<file path="config.mk">
export PLATFORM = sky130hd
export DESIGN_NAME = serial_subtractor_ctrl
export DESIGN_NICKNAME = d
export VERILOG_FILES = /design/src/rtl/serial_sub_pkg.sv /design/src/rtl/fs_bit_cell.sv /design/src/rtl/serial_subtractor_ctrl.sv
export SDC_FILE = /design/constraint.sdc
export NUM_CORES = 1
export LEC_CHECK = 0
export BUFFER_PORTS_ARGS = -buffer_cell sky130_fd_sc_hd__buf_4
export CORE_ASPECT_RATIO = 0.5
export CORE_MARGIN = 2
export CORE_UTILIZATION = 55
export CTS_BUF_LIST = sky130_fd_sc_hd__clkbuf_16
export DETAILED_ROUTE_END_ITERATION = 7
export GPL_ROUTABILITY_DRIVEN = 0
export PLACE_DENSITY = 0.78
export SYNTH_ARGS = -nofsm -noshare
export SYNTH_HDL_FRONTEND = slang
export SYNTH_HIERARCHICAL = 1
export SYNTH_SLANG_ARGS = --single-unit
</file>
<file path="constraint.sdc">
create_clock -name clk -period 4.8 [get_ports clk]
set_clock_uncertainty 0.1 [all_clocks]
set_input_delay 0.96 -clock clk [delete_from_list [all_inputs] [get_ports clk]]
set_output_delay 0.96 -clock clk [all_outputs]
set_load 0.05 [all_outputs]
</file>
<file path="src/rtl/serial_sub_pkg.sv">
`default_nettype none
// ============================================================================
//  Module      : serial_sub_pkg
//  Description : Shared definitions for the bit-serial subtractor controller.
//                Holds the FSM state encoding and state type.
//  Revision    : 1.0 - initial release
// ============================================================================
package serial_sub_pkg;

    // Three-state controller; the fourth encoding is unused and recovers to IDLE.
    typedef enum logic [1:0] {
        ST_IDLE = 2'd0,
        ST_RUN  = 2'd1,
        ST_DONE = 2'd2
    } state_t;

endpackage : serial_sub_pkg
`default_nettype wire

</file>
<file path="src/rtl/fs_bit_cell.sv">
`default_nettype none
// ============================================================================
//  Module      : fs_bit_cell
//  Description : Combinational 1-bit full subtractor, computes a - b - bin.
//  Ports       : a, b, bin  - minuend bit, subtrahend bit, borrow-in
//                d          - difference bit
//                bo         - borrow-out
//  Revision    : 1.0 - initial release
// ============================================================================
module fs_bit_cell (
    input  logic a,
    input  logic b,
    input  logic bin,
    output logic d,
    output logic bo
);

    assign d  = a ^ b ^ bin;
    // Borrow when a=0,b=1, or when a==b and a borrow is already pending.
    assign bo = (~a & b) | (~(a ^ b) & bin);

endmodule : fs_bit_cell
`default_nettype wire

</file>
<file path="src/rtl/serial_subtractor_ctrl.sv">
`default_nettype none
// ============================================================================
//  Module      : serial_subtractor_ctrl
//  Description : Bit-serial WIDTH-bit subtractor. Drives a single 1-bit full
//                subtractor cell over WIDTH cycles, LSB first, to compute
//                diff = a - b - bin with a start/busy/done handshake.
//  Ports       : clk, rst_n         - clock, async active-low reset
//                start              - request (honoured in IDLE or DONE)
//                a_in, b_in, bin_in - operands, sampled on the accepting edge
//                busy               - high while bits are being processed
//                done               - one-cycle pulse, result updated
//                diff_out, bout_out - result and final borrow, held to next done
//  Revision    : 1.0 - initial release
// ============================================================================
module serial_subtractor_ctrl
    import serial_sub_pkg::*;
#(
    parameter int WIDTH = 8
) (
    input  logic             clk,
    input  logic             rst_n,
    input  logic             start,
    input  logic [WIDTH-1:0] a_in,
    input  logic [WIDTH-1:0] b_in,
    input  logic             bin_in,
    output logic             busy,
    output logic             done,
    output logic [WIDTH-1:0] diff_out,
    output logic             bout_out
);

    localparam int             CNT_W    = $clog2(WIDTH);
    localparam logic [CNT_W-1:0] CNT_LAST = CNT_W'(WIDTH - 1);

    state_t           r_state;
    state_t           w_state_nxt;
    logic             w_load;
    logic             w_step;
    logic             w_last;

    logic [WIDTH-1:0] r_a_sh;
    logic [WIDTH-1:0] r_b_sh;
    logic [WIDTH-1:0] r_res_sh;
    logic             r_brw;
    logic [CNT_W-1:0] r_cnt;

    logic             w_d;
    logic             w_bo;
    logic [WIDTH-1:0] w_res_nxt;

    fs_bit_cell u_cell (
        .a   (r_a_sh[0]),
        .b   (r_b_sh[0]),
        .bin (r_brw),
        .d   (w_d),
        .bo  (w_bo)
    );

    // New difference bit enters at the MSB so the LSB-first stream lands in place.
    assign w_res_nxt = {w_d, r_res_sh[WIDTH-1:1]};

    // ------------------------------------------------------------------ FSM
    always_ff @(posedge clk or negedge rst_n) begin
        if (!rst_n) begin
            r_state <= ST_IDLE;
        end else begin
            r_state <= w_state_nxt;
        end
    end

    always_comb begin
        w_state_nxt = r_state;
        w_load      = 1'b0;
        w_step      = 1'b0;
        w_last      = 1'b0;
        case (r_state)
            ST_IDLE: begin
                if (start) begin
                    w_load      = 1'b1;
                    w_state_nxt = ST_RUN;
                end
            end
            ST_RUN: begin
                // start is deliberately not looked at here: no queueing, no abort.
                w_step = 1'b1;
                if (r_cnt == CNT_LAST) begin
                    w_last      = 1'b1;
                    w_state_nxt = ST_DONE;
                end
            end
            ST_DONE: begin
                if (start) begin
                    w_load      = 1'b1;
                    w_state_nxt = ST_RUN;
                end else begin
                    w_state_nxt = ST_IDLE;
                end
            end
            default: w_state_nxt = ST_IDLE;
        endcase
    end

    assign busy = (r_state == ST_RUN);
    assign done = (r_state == ST_DONE);

    // ------------------------------------------------------------- datapath
    always_ff @(posedge clk or negedge rst_n) begin
        if (!rst_n) begin
            r_a_sh   <= '0;
            r_b_sh   <= '0;
            r_res_sh <= '0;
            r_brw    <= 1'b0;
            r_cnt    <= '0;
            diff_out <= '0;
            bout_out <= 1'b0;
        end else begin
            if (w_load) begin
                r_a_sh   <= a_in;
                r_b_sh   <= b_in;
                r_brw    <= bin_in;
                r_res_sh <= '0;
                r_cnt    <= '0;
            end else if (w_step) begin
                r_a_sh   <= r_a_sh >> 1;
                r_b_sh   <= r_b_sh >> 1;
                r_brw    <= w_bo;
                r_res_sh <= w_res_nxt;
                r_cnt    <= r_cnt + CNT_W'(1);
            end
            // Published outputs only move on the edge that enters DONE.
            if (w_last) begin
                diff_out <= w_res_nxt;
                bout_out <= w_bo;
            end
        end
    end

endmodule : serial_subtractor_ctrl
`default_nettype wire

</file>
## Yosys cells after proc, flatten, opt, wreduce, memory -nomap -nowiden

Cells that the tools add are included.

- Register bits after elaboration: 39
- Output and inout bits: 11
- Word-level logic and storage cells: 44

- $add $sub $neg: 1
- Equal/unequal tests: 5
- Multiplexer cells: 19
- Bitwise gates (word level): 7
- Reduce and logical (&&, ||, !) cells: 4

Operator list:

| operator | number |
|---|---|
| 2-to-1 mux 8 bit | 6 |
| 2-to-1 mux 1 bit | 8 |
| 2-to-1 mux 3 bit | 2 |
| one-hot mux 2 bit (3 select lines) | 1 |
| 2-to-1 mux 2 bit | 2 |
| adder 3 x 1 -> 3 bit, second input constant | 1 |
| == test 3 bit, second input constant | 1 |
| bitwise AND 1 bit | 2 |
| == test 2 x 1 -> 1 bit, second input constant | 1 |
| == test 2 bit, second input constant | 1 |
| logical NOT 2 bit | 1 |
| inequality test 2 x 1 -> 1 bit, second input constant | 1 |
| inequality test 2 bit, second input constant | 1 |
| NOT 1 bit | 2 |
| AND reduction 2 bit | 1 |
| nonzero test 2 bit | 1 |
| OR reduction 2 bit | 1 |
| XOR 1 bit | 2 |
| bitwise OR 1 bit | 1 |

## Longest topological paths before layout

- Word-level depth: 6
- Gate-level depth with buffers: 5
- Mapped depth without buffers: 5

## By module

Netlist, hierarchy kept.

Modules (own cells, without submodules):

| module | times used | cells an instance | area an instance (um2) |
|---|---|---|---|
| serial_subtractor_ctrl | 1 | 137 | 1925.6 |
| fs_bit_cell | 1 | 4 | 31.3 |

## Least setup slack after synthesis

No wires, ideal clock.

- Kind: flip-flop to output port
- Start: register r_state[0]
- End: output busy
- Arrival time: 1.429 ns
- Required time: 3.740 ns
- Setup slack: 2.311 ns
- Cell stages (with the launch flop): 4
- Cell sequence: dfrtp_1 buf_4 buf_2 nor2b_1

- Word-level cells in the longest chain between the ends: 1

Ends and longest elaborated chain:

| element | line | text |
|---|---|---|
| from (decl) | serial_subtractor_ctrl.sv:35 | `state_t r_state;` |
| from (signal assigned) | serial_subtractor_ctrl.sv:67 | `r_state <= w_state_nxt;` |
| == test 2 x 1 -> 1 bit | serial_subtractor_ctrl.sv:103 | `assign busy = (r_state == ST_RUN);` |
| to (decl) | serial_subtractor_ctrl.sv:26 | `output logic busy,` |

Every way passes these cells.

## Worst setup path after layout

Ends and elaborated chain as after synthesis.

==> run_results.csv <==
group,metric,value,unit
outcome,status,"finished, final reports clean",
logic_synthesis,yosysWarningCount,6,
timing,rsz0062_at_grt,"no",
clock_tree,cts_tree,"yes",
die,pin_count,31,
critical_path,required,3.74,ns
place,placed_area,2180,µm²
pwr,peakVddDrop,449,µV
logic_synthesis,synth-simple-area-share,2.05,%
die,die_h,46.2,µm
logic_synthesis,synth.distinct_cells,20,
logic_synthesis,synth_xor_area_share,0.448,%
clock_tree,path_clk_slew,0.06,ns
clock_tree,cts_setup_buffers,0,
global_route,grt_usage,19.2,%
cells_and_area,layout_commonest_cell,"mux2i_1",
route,drc,0,
die,fp.dieW,88.4,µm
clock_tree,ctsHoldBuffers,0,
cells_and_area,finalNonFillerCells,222,
route,wl,3410,µm
global_route,antenna_found_initial,0,
timing,tightestPinTransition,0.715,ns
clock_tree,cts_max_level,2,
die,start_util,57.3,%
cells_and_area,fin_nets,193,
die,die-area,4080,µm²
global_route,grt_overflow,0,
place,hpwlAfterDp,2120,µm
logic_synthesis,postSynthAreaPerCell,13.9,µm²
global_route,grt_pass1_wl,5690,µm
route,num_vias,1180,
timing,relSlewSlack,52.2,%
logic_synthesis,yosys.area_share.adder,2.30,%
logic_synthesis,syn-cell-area,1960,µm²
timing,setup_viol,0,
clock_tree,cts_resized,0,
route,ant_nets,0,
cells_and_area,final_area,2370,µm²
logic_synthesis,synth_compound_area_share,4.99,%
critical_path,critPathKind,"reg2out",
critical_path,crit_slowest_cell,"dfrtp_1",
worst_hold_path,min_path_type,"reg2reg",
critical_path,cp_slowest_stage_delay,0.66,ns
place,dp_cells,214,
route,wl_per_cell,15.4,µm
cells_and_area,fillers,269,
critical_path,crit_family,"flip-flops",
place,port_buffers,30,
logic_synthesis,seq_area_frac_synth,48.6,%
timing,max_freq,359,MHz
cells_and_area,diodes,0,
clock_tree,clk_path_buf_depth,2,
timing,hold_violations,0,
critical_path,crit_path_start_kind,"register",
global_route,grt_max_degree,39,
cells_and_area,final_cell_mix,"mux2i_1 (47), dfrtp_1 (38), buf_4 (32)",
pwr,powerDensity,693,nW/µm²
critical_path,cp-end-kind,"output port",
clock_tree,cts_root_buf,"clkbuf_16",
cells_and_area,syn_to_final_growth,21.3,%
critical_path,path_common_cell,"buf_4",
pwr,p_leak,1.22,nW
logic_synthesis,synth_top_family_by_area,"multiplexers",
timing,layout_setup_ws,2.02,ns
flow_run,cap_violations,0,
critical_path,crit_arrival,1.72,ns
timing,period_minus_slack,2.78,ns
clock_tree,numCtsBuffers,5,
timing,period_share,58.0,%
logic_synthesis,ys_ff_latch,38,
critical_path,crit_buf_inv,2,
route,via_per_inst,5.32,
logic_synthesis,synthMuxAreaShare,36.7,%
logic_synthesis,synth_fp_nets,164,
cells_and_area,drive_gt1_share,35.1,%
die,core-area,3420,µm²
timing,fin_tns_setup,0,ns
critical_path,path_cells,"buf_4 > nor2b_1 > buf_4",
critical_path,crit_path_max_fanout,20,
clock_tree,clk_latency,0.28,ns
clock_tree,cts.sinks,38,
place,pre_cts_slack,2.33,ns
logic_synthesis,synthCells,141,
global_route,grt_pass1_vias,1187,
timing,slew_violations,0,
route,drt_pass1_iterations,4,
route,dr.first_iter.drc_count,44,
die,num_rows,15,
## sequential cells by signal, indices dropped and copies added (netlist names)
name	flops
diff_out	8
r_a_sh	8
r_b_sh	8
r_res_sh	7
r_cnt	3
r_state	2
bout_out	1
r_brw	1
## final timing paths
check	end	slack [ns]	from	depth (start not counted)
max reg2reg	diff_out[0]	2.79	r_state[0]	2
min in group asynchronous	diff_out[2]	0.53	rst_n	1
max in group asynchronous	r_res_sh[6]	3.73	rst_n	1
min reg2reg	diff_out[2]	0.42	diff_out[2]	1
min	diff_out[2]	0.42	diff_out[2]	1
max	busy	2.02	r_state[0]	3
## Yosys cell counts
master    number  area share (%)
clkbuf_1       1            0.19
nor2b_1        2            0.64
a22o_1        10             4.5
nand3_1        2            0.51
xnor2_1        1            0.45
o21ai_0        2            0.51
buf_2          2            0.51
buf_8          1            0.77
nor2_1         1            0.19
nor2_2         1            0.32
ha_1           2             1.3
buf_6          2             1.2
mux2_4         9             6.9
buf_4          4             1.5
mux2_2        10             5.8
fa_1           1             1.0
inv_1          4            0.77
nand3b_1       1            0.38
dfrtp_1       38              49
mux2i_1       47              24
## per-stage QoR
step	power [mW]	util, %	hold slack, ns
finish	1.64	69.5	0.416
CTS	1.66	69.5	0.415
global placement	1.20	63.8	0.396
floorplan	1.07	-	0.390
global route	1.74	69.5	0.422
detailed placement	1.22	63.8	0.394
## report_power, final
part / switching, mW / internal (mW) / total (mW)
registers: 0.114 / 0.455 / 0.569
clock network: 0.124 / 0.298 / 0.422
logic: 0.334 / 0.319 / 0.653
total: 0.571 / 1.07 / 1.64
## layout make-up
type / count / area [µm²] / share of cell area (%)
flip-flops and latches: 38 / 951 / 40.1
well taps: 51 / 63.8 / 2.69
multi-input cells: 89 / 910 / 38.3
repair buffers: 32 / 240 / 10.1
clock inverters: 3 / 68.8 / 2.90
inverters: 4 / 15.0 / 0.633
clock buffers: 5 / 125 / 5.27
## logic make-up (layout without fill, tap and decap cells)
group,count (synthesis),in the layout
muxes,66,66
DFF,38,38
buffers and inverters,14,44
AOI/OAI and AO/OA,12,12
and+or+nand+nor,7,7
adders and majority gates,3,3
xor gates and xnor gates,1,1
## metal layers
layer / GRT usage (%) / wire length (µm) / vias up
li1: - / - / 568
met1: 24.1 / 1620 / 589
met2: 33.1 / 1670 / 21
met3: 5.38 / 112 / 2
met4: 6.36 / 14 / 0
met5: 0 / 0 / -
(Power assumes the default switching activity.)
